--- src/rtl/coeff_load_master.sv ---
`default_nettype none
// ============================================================================
//  Module      : coeff_load_master
//  Description : Coefficient download sequencer for the FIR filter tops.
//                Buffers a valid/ready stream of tap coefficients in a small
//                FIFO and replays it as one address-ordered write burst into
//                the filter's coefficient RAM per start request.
//                Optional feature macro: COEFF_CHECKSUM_EN (running 16-bit
//                sum of the words strobed into RAM on oChecksum).
//  Revision    : 1.0 - initial release
// ============================================================================
module coeff_load_master #(
  parameter int DATA_W     = 16,
  parameter int NUM_TAPS   = 33,
  parameter int ADDR_W     = 6,
  parameter int FIFO_DEPTH = 4
) (
  input  logic              iClk_12M,
  input  logic              iRsn,
  input  logic              iStart,
  input  logic              iAbort,
  input  logic              iCoeffValid,
  input  logic [DATA_W-1:0] iCoeffData,
  output logic              oCoeffReady,
  output logic              oCoeffiUpdateFlag,
  output logic              oCsnRam,
  output logic              oWrnRam,
  output logic [ADDR_W-1:0] oAddrRam,
  output logic [DATA_W-1:0] oWrDtRam,
  output logic              oBusy,
  output logic              oDone,
  output logic [15:0]       oChecksum
);

  localparam int PTR_W  = $clog2(FIFO_DEPTH);
  localparam int FILL_W = PTR_W + 1;
  localparam int CNT_W  = $clog2(NUM_TAPS + 1);

  localparam logic [CNT_W-1:0]  TAPS      = CNT_W'(NUM_TAPS);
  localparam logic [FILL_W-1:0] FILL_FULL = FILL_W'(FIFO_DEPTH);

  localparam logic [2:0] ST_IDLE  = 3'd0;
  localparam logic [2:0] ST_SETUP = 3'd1;
  localparam logic [2:0] ST_WRITE = 3'd2;
  localparam logic [2:0] ST_HOLD  = 3'd3;
  localparam logic [2:0] ST_DONE  = 3'd4;

  logic [2:0]        state;
  logic [2:0]        next_state;

  logic [DATA_W-1:0] fifo_mem [FIFO_DEPTH];
  logic [PTR_W-1:0]  wr_ptr;
  logic [PTR_W-1:0]  rd_ptr;
  logic [FILL_W-1:0] fifo_fill;
  logic [DATA_W-1:0] pop_data;

  logic [CNT_W-1:0]  accept_cnt;
  logic [CNT_W-1:0]  write_cnt;

  logic              fifo_full;
  logic              fifo_empty;
  logic              push;
  logic              pop;
  logic              start_ok;
  logic              abort_ok;
  logic              flush;

  assign fifo_full  = (fifo_fill == FILL_FULL);
  assign fifo_empty = (fifo_fill == '0);
  assign pop_data   = fifo_mem[rd_ptr];

  // Ready is the only unregistered output: it must fall in the same cycle the
  // FIFO fills or the last tap is taken so no extra word slips in.
  assign oCoeffReady = ((state == ST_SETUP) || (state == ST_WRITE)) &&
                       !fifo_full && (accept_cnt < TAPS);

  assign push     = iCoeffValid && oCoeffReady;
  // Abort has priority over start in IDLE and over a pending write elsewhere.
  assign start_ok = (state == ST_IDLE) && iStart && !iAbort;
  assign abort_ok = iAbort && (state != ST_IDLE);
  assign pop      = (state == ST_WRITE) && !fifo_empty && !iAbort;
  assign flush    = start_ok || abort_ok;

  // Next-state decode; abort from any active state returns to IDLE.
  always_comb begin
    next_state = state;
    case (state)
      ST_IDLE:  if (start_ok) next_state = ST_SETUP;
      ST_SETUP: next_state = ST_WRITE;
      ST_WRITE: if (write_cnt == TAPS) next_state = ST_HOLD;
      ST_HOLD:  next_state = ST_DONE;
      ST_DONE:  next_state = ST_IDLE;
      default:  next_state = ST_IDLE;
    endcase
    if (abort_ok) next_state = ST_IDLE;
  end

  // State register.
  always_ff @(posedge iClk_12M or negedge iRsn) begin
    if (!iRsn) begin
      state <= ST_IDLE;
    end else begin
      state <= next_state;
    end
  end

  // FIFO storage; contents need no reset because the fill level gates reads.
  always_ff @(posedge iClk_12M) begin
    if (push && !flush) begin
      fifo_mem[wr_ptr] <= iCoeffData;
    end
  end

  // FIFO pointers and fill level, flushed on every start and abort.
  always_ff @(posedge iClk_12M or negedge iRsn) begin
    if (!iRsn) begin
      wr_ptr    <= '0;
      rd_ptr    <= '0;
      fifo_fill <= '0;
    end else if (flush) begin
      wr_ptr    <= '0;
      rd_ptr    <= '0;
      fifo_fill <= '0;
    end else begin
      if (push) wr_ptr <= wr_ptr + 1'b1;
      if (pop)  rd_ptr <= rd_ptr + 1'b1;
      case ({push, pop})
        2'b10:   fifo_fill <= fifo_fill + 1'b1;
        2'b01:   fifo_fill <= fifo_fill - 1'b1;
        default: fifo_fill <= fifo_fill;
      endcase
    end
  end

  // Words accepted from the source and words written to RAM in this load;
  // the write count doubles as the next RAM address.
  always_ff @(posedge iClk_12M or negedge iRsn) begin
    if (!iRsn) begin
      accept_cnt <= '0;
      write_cnt  <= '0;
    end else if (flush) begin
      accept_cnt <= '0;
      write_cnt  <= '0;
    end else begin
      if (push) accept_cnt <= accept_cnt + 1'b1;
      if (pop)  write_cnt  <= write_cnt + 1'b1;
    end
  end

  // Registered status and RAM port; a pop this cycle becomes a strobe next.
  always_ff @(posedge iClk_12M or negedge iRsn) begin
    if (!iRsn) begin
      oCoeffiUpdateFlag <= 1'b0;
      oBusy             <= 1'b0;
      oDone             <= 1'b0;
      oCsnRam           <= 1'b1;
      oWrnRam           <= 1'b1;
      oAddrRam          <= '0;
      oWrDtRam          <= '0;
    end else begin
      oCoeffiUpdateFlag <= (next_state == ST_SETUP) ||
                           (next_state == ST_WRITE) ||
                           (next_state == ST_HOLD);
      oBusy             <= (next_state != ST_IDLE);
      oDone             <= (next_state == ST_DONE);
      oCsnRam           <= !pop;
      oWrnRam           <= !pop;
      if (pop) begin
        oAddrRam <= ADDR_W'(write_cnt);
        oWrDtRam <= pop_data;
      end
    end
  end

`ifdef COEFF_CHECKSUM_EN
  // Running mod-2^16 sum of every word strobed into RAM in the current load.
  always_ff @(posedge iClk_12M or negedge iRsn) begin
    if (!iRsn) begin
      oChecksum <= 16'h0000;
    end else if (start_ok) begin
      oChecksum <= 16'h0000;
    end else if (pop) begin
      oChecksum <= oChecksum + 16'(pop_data);
    end
  end
`else
  assign oChecksum = 16'h0000;
`endif

endmodule
`default_nettype wire

--- config.mk ---
export PLATFORM = sky130hd
export DESIGN_NAME = coeff_load_master
export DESIGN_NICKNAME = d
export VERILOG_FILES = /design/src/rtl/coeff_load_master.sv
export SDC_FILE = /design/constraint.sdc
export NUM_CORES = 1
export LEC_CHECK = 0
export BUFFER_PORTS_ARGS = -buffer_cell sky130_fd_sc_hd__buf_2
export CAP_MARGIN = 10
export CORE_UTILIZATION = 53
export CTS_BUF_LIST = sky130_fd_sc_hd__clkbuf_8
export DETAILED_ROUTE_END_ITERATION = 16
export PLACE_DENSITY = 0.77
export SLEW_MARGIN = 0
export SYNTH_ARGS = -nofsm -noshare
export SYNTH_HDL_FRONTEND = slang
export SYNTH_SLANG_ARGS = --single-unit
--- constraint.sdc ---
create_clock -name iClk_12M -period 2.8 [get_ports iClk_12M]
set_clock_uncertainty 0.15 [all_clocks]
set_input_delay 0.56 -clock iClk_12M [delete_from_list [all_inputs] [get_ports iClk_12M]]
set_output_delay 0.56 -clock iClk_12M [all_outputs]
set_load 0.005 [all_outputs]
### After elaboration in Yosys (flattened, before gate mapping)

Memory sizes are Yosys's and may differ from the RTL's. A register that Yosys moved wholly into a read port is not among the register bits.
Cells that the tools add are included.

| word-level totals | value |
|---|---|
| word-level logic and storage cells | 72 |
| bits in registers | 32 |
| bits of input ports | 21 |
| memories | 1 |
| memory bits (writable) | 64 |
| output and inout port bits | 44 |

Memory list:

| name | depth | bits a word | read ports | clocked after Yosys merged registers in | write ports | line | text |
|---|---|---|---|---|---|---|---|
| fifo_mem | 4 | 16 | 1 | 1 | 1 | 51 | `logic [DATA_W-1:0] fifo_mem [FIFO_DEPTH];` |

| cells by class | value |
|---|---|
| equality and inequality tests | 11 |
| order comparisons | 1 |
| reduce and logical (&&, ||, !) cells | 26 |
| mux-type cells | 16 |
| add/sub/neg operators | 6 |

Operators by type and width:

| cell | number |
|---|---|
| $mux 6 | 4 |
| $add 6x1->6 const B | 2 |
| $eq 3x2->1 const B | 4 |
| $mux 3 | 4 |
| $pmux 3 s4 | 1 |
| $logic_and 1x1->1 | 9 |
| $reduce_bool 3->1 | 3 |
| $mux 2 | 4 |
| $eq 3x1->1 const B | 2 |
| $eq 3x3->1 const B | 2 |
| $eq 6x6->1 const B | 1 |
| $logic_not 1->1 | 6 |
| $logic_not 3->1 | 2 |
| $lt 6x6->1 const B | 1 |
| $pmux 3 s2 | 1 |
| $add 2x1->2 const B | 2 |
| $logic_or 1x1->1 | 4 |
| $reduce_bool 2->1 | 2 |
| $add 3x1->3 const B | 1 |
| $sub 3x1->3 const B | 1 |
| $eq 2x1->1 const B | 1 |
| $eq 2x2->1 const B | 1 |
| $mux 1 | 2 |

### Logic depth before layout (Yosys ltp)

| depth | value |
|---|---|
| depth in word-level cells | 9 |
| depth in mapped cells | 9 |
| mapped depth without buffers | 9 |

### Least setup slack after synthesis

OpenSTA, ideal clock, no wires.

| path | value |
|---|---|
| path type | reg2reg |
| start | register accept_cnt[0] |
| end | memory fifo_mem[0][0] (enable) |
| arrival time | 2321 ps |
| data required time | 2276 ps |
| path buffers | 1 |
| clock period less this slack | 2844 ps |
| path slack | -44 ps |
| setup time | 374 ps |
| stages on the path, launching flop included | 9 |
| path through | dfrtp_1 -> inv_2 -> ha_1 -> or4b_4 -> a2111oi_4 -> buf_6 -> nand2_2 -> nor2_1 -> and2_1 |

| on the way | value |
|---|---|
| cells in the longest elaborated chain, start to end | 6 |

RTL lines:

| item | line | text |
|---|---|---|
| start: declaration | 57 | `logic [CNT_W-1:0] accept_cnt;` |
| start signal: assignment | 145 | `if (push) accept_cnt <= accept_cnt + 1'b1;` |
| $lt 6x6->1 | 75 | `!fifo_full && (accept_cnt < TAPS);` |
| $logic_and 1x1->1 | 75 |  |
| named net oCoeffReady | 24 | `output logic oCoeffReady,` |
| $logic_and 1x1->1 | 77 | `assign push = iCoeffValid && oCoeffReady;` |
| $logic_and 1x1->1 | 109 | `if (push && !flush) begin` |
| $mux 1 | 109 |  |
| $mux 1 (implied by the code) | 110 | `fifo_mem[wr_ptr] <= iCoeffData;` |
| end: declaration | 51 |  |

The timed path passes the listed nets, and every way through them passes these cells.

### Worst setup path in the final report

| path | value |
|---|---|
| start | register accept_cnt[0] |
| end | output oCoeffReady |

| on the way | value |
|---|---|
| cells in the longest elaborated chain, start to end | 2 |

RTL lines:

| item | line |
|---|---|
| $lt 6x6->1 | 75 |
| $logic_and 1x1->1 | 75 |
| end: declaration | 24 |

No other way between the ends.

==> results_dict.tcl <==
set metrics [dict create \
    status "finished with violations" \
    violations "negative setup slack" \
    clock_path_buffers 2 \
    reg2reg_depth 10 \
    grt_usage_pct 18.48 \
    required_ns 2.09 \
    hold_depth 1 \
    synth_top_family_by_area "simple AND/OR/NAND/NOR gates" \
    drive_above_1_share_pct 31.23 \
    cap_violations 0 \
    grt_overflow 0 \
    path_clk_slew_ns 0.12 \
    hp-start "iCoeffData[14]" \
    path_max_fanout 3 \
    wirelength_um 8194 \
    die_x_um 96 \
    cts_tree "yes" \
    htreeDepth 3 \
    synth_seq_cells 112 \
    cts_buffers 9 \
    hp-class "in2reg" \
    portBuffers 48 \
    grt_pass1_wl_um 12260 \
    drt_iter0_markers 128 \
    synthToLayoutAreaGrowth_pct 15.44 \
    synthDistinctLibCells 48 \
    drcViolationCount 0 \
    cpMaxStageDelayCell "or4b_4" \
    hold_slack_ns 0.2496 \
    worst_pin_slew_ns 0.7993 \
    finalNetCount 422 \
    timing.final.crit_share_pct 100.7 \
    ys.flop_type "edfxtp_1" \
    cts.sinks 112 \
    grt_max_degree 31 \
    dieArea_um2 9216 \
    power_switching_uw 961.3 \
    yosys.area_share.simple_pct 11.86 \
    worst_slack_ns -0.01984 \
    utilization_pct 64.50 \
    grt_pass1_vias 2579 \
    power_mw 3.531 \
    cp.arrival_ns 2.11 \
    coreArea_um2 8382 \
    die_y_um 96 \
    vdd_drop_max_mv 0.4291 \
    ys_warn_count 0 \
    firstDrtPassIters 4 \
    slew_headroom_pct 46.71 \
    seq_power_share_pct 57.1 \
    ys_seq_area_share_pct 66.71 \
    drv_slew 0 \
    clkPwrFrac_pct 25.6 \
    hpwl_um 5101 \
    via_count 2637 \
    reg2reg_setup_slack_ns 0.02 \
    timing_hold_violations_final 0 \
    synth_adder_area_share_pct 2.565 \
    rows 33 \
    setup-tns-final_ns -0.01984 \
    cp_top_family "simple AND/OR/NAND/NOR gates" \
    swShare_pct 27.23 \
    antenna_found_initial 0 \
    synth.mux.area_fraction_pct 7.935 \
    syn_avg_cell_area_um2 14.32 \
    routedWlPerCell_um 16.32 \
    fill_cells 624 \
    min_to "fifo_mem[0][14]" \
    synth_xor_area_share_pct 2.431 \
    start_util_pct 55.87 \
    p_leak_nw 2.264 \
    r2r-end "fifo_fill[2]" \
    yosysTopAreaCell "edfxtp_1" \
    path_buf_inv 3 \
    r2r-start "accept_cnt[0]" \
    cp.depth 6 \
    post_drt_via_cell_ratio 5.253 \
    period_minus_slack_ns 2.820 \
    synth_compound_area_share_pct 2.859 \
    diodes 0 \
    cp-end-kind "output port" \
    synth-edff-count 64 \
    internal_power_mw 2.569 \
    power_density_nw_per_um2 653.1 \
    rsz0062_at_grt "true" \
    io_pins 65 \
    synth_top_area_share_pct 41.04 \
    comb_power_share_pct 17.2 \
    clk_latency_ns 0.37 \
    setup.worst_path.start "accept_cnt[0]" \
    slowest_delay_ns 0.47 \
    cp_cell_sequence "inv_2 > ha_2 > or4b_4 > a2111oi_4 > buf_4 > buf_6" \
    cp-start-kind "flop" \
    ys_async_sr_fraction_pct 42.86 \
    critical_path_class "reg2out" \
    setup_viol 1 \
    clockRootBuffer "clkbuf_8" \
    yosys-top-cells-area "edfxtp_1 41%, dfrtp_1 25%, mux4_2 7.7%" \
    netlist_instances 327 \
    timing.fmax_mhz 354.6 \
    place_congestion 0.7453 \
    netlist_area_um2 4683 \
    final_antenna_net_count 0 \
]
sequential cells by signal, indices dropped and copies added, names as in the netlist:
register	flops
oAddrRam	6
rd_ptr	2
write_cnt	6
oWrnRam	1
oDone	1
accept_cnt	6
oWrDtRam	16
oBusy	1
wr_ptr	2
state	3
oCoeffiUpdateFlag	1
fifo_mem	64
fifo_fill	3
placed cells by master (no fill, tap or decap), types with 6 or more instances in the layout:
master,netlist,routed
buf_2,1,47
xor2_1,7,7
conb_1,1,16
clkbuf_8,0,9
dfrtp_1,47,47
nor3_1,9,8
mux4_2,16,16
nand2_1,70,70
xnor2_1,6,6
nor2_1,15,14
ha_1,8,7
edfxtp_1,64,64
buf_4,17,15
power groups by stage:
stage          clock [mW]  sequential (mW)  combinational (mW)
2_1_floorplan           0             2.05               0.324
3_3_place_gp            0             2.05               0.531
3_5_place_dp            0             2.05               0.549
4_1_cts             0.926             2.02               0.568
5_1_grt             0.986             2.04               0.687
6_report            0.905             2.02               0.608
through the flow:
stage               worst slack (ns)  std cells  area [µm²]
floorplan                     0.1378        342        4745
global placement             0.09902        473        5014
detailed placement           0.01949        473        5014
CTS                         0.003414        494        5243
global route                 -0.1316        502        5406
finish                      -0.01984        502        5406
Yosys cell counts (all sizes together) (2+ instances only):
cell	instances
and3	2
a211oi	2
dfrtp	47
nor2	15
nand4	4
a2111oi	2
edfxtp	64
nand2	71
clkbuf	9
xor2	7
xnor2	6
ha	8
nor3b	2
o21ai	3
inv	6
and2	6
a21oi	4
mux4	16
nor3	10
buf	24
nor2b	2
nand3	3
cell families (layout without fill, tap and decap cells):
group / after synthesis / after routing
other: 1 / 16
adder cells (fa/ha/maj): 9 / 9
AO/OA/AOI/OAI: 15 / 15
XOR/XNOR: 13 / 13
flip-flops: 112 / 112
AND/OR/NAND/NOR: 121 / 121
multiplexers: 17 / 17
buffers and inverters: 39 / 94
area by class of cell:
type                    instances  area, µm²  area share, %
repair buffers                 72      549.3          10.16
inverters                       6      25.02         0.4629
flip-flops and latches        112       3124          57.79
multi-input cells             191       1388          25.67
clock inverters                 7      65.06          1.203
well taps                     105      131.4          2.430
clock buffers                   9      123.9          2.291
metal layers:
layer	up-vias	GRT usage [%]	wire, µm
li1	1247	-	-
met1	1310	22.74	3610
met2	69	31.03	4153
met3	11	5.371	313
met4	0	6.841	116
met5	-	0	0
how the worst max path moves through the flow:
stage                      end  slack (ns)
2_1_floorplan   fifo_mem[0][0]        0.14
3_3_place_gp   fifo_mem[2][12]         0.1
3_5_place_dp    fifo_mem[2][2]        0.02
4_1_cts            oCoeffReady       0.003
5_1_grt            oCoeffReady       -0.13
6_report           oCoeffReady       -0.02
repair_timing:
action,in CTS,in global routing
buffers inserted,4,4
gates resized for setup,0,12
cloned,0,4
setup endpoints to repair,1,66
hold buffers,1,0
endpoints found under the hold margin,8,0
pin swaps,1,6
Power figures use the tool's default switching activity.
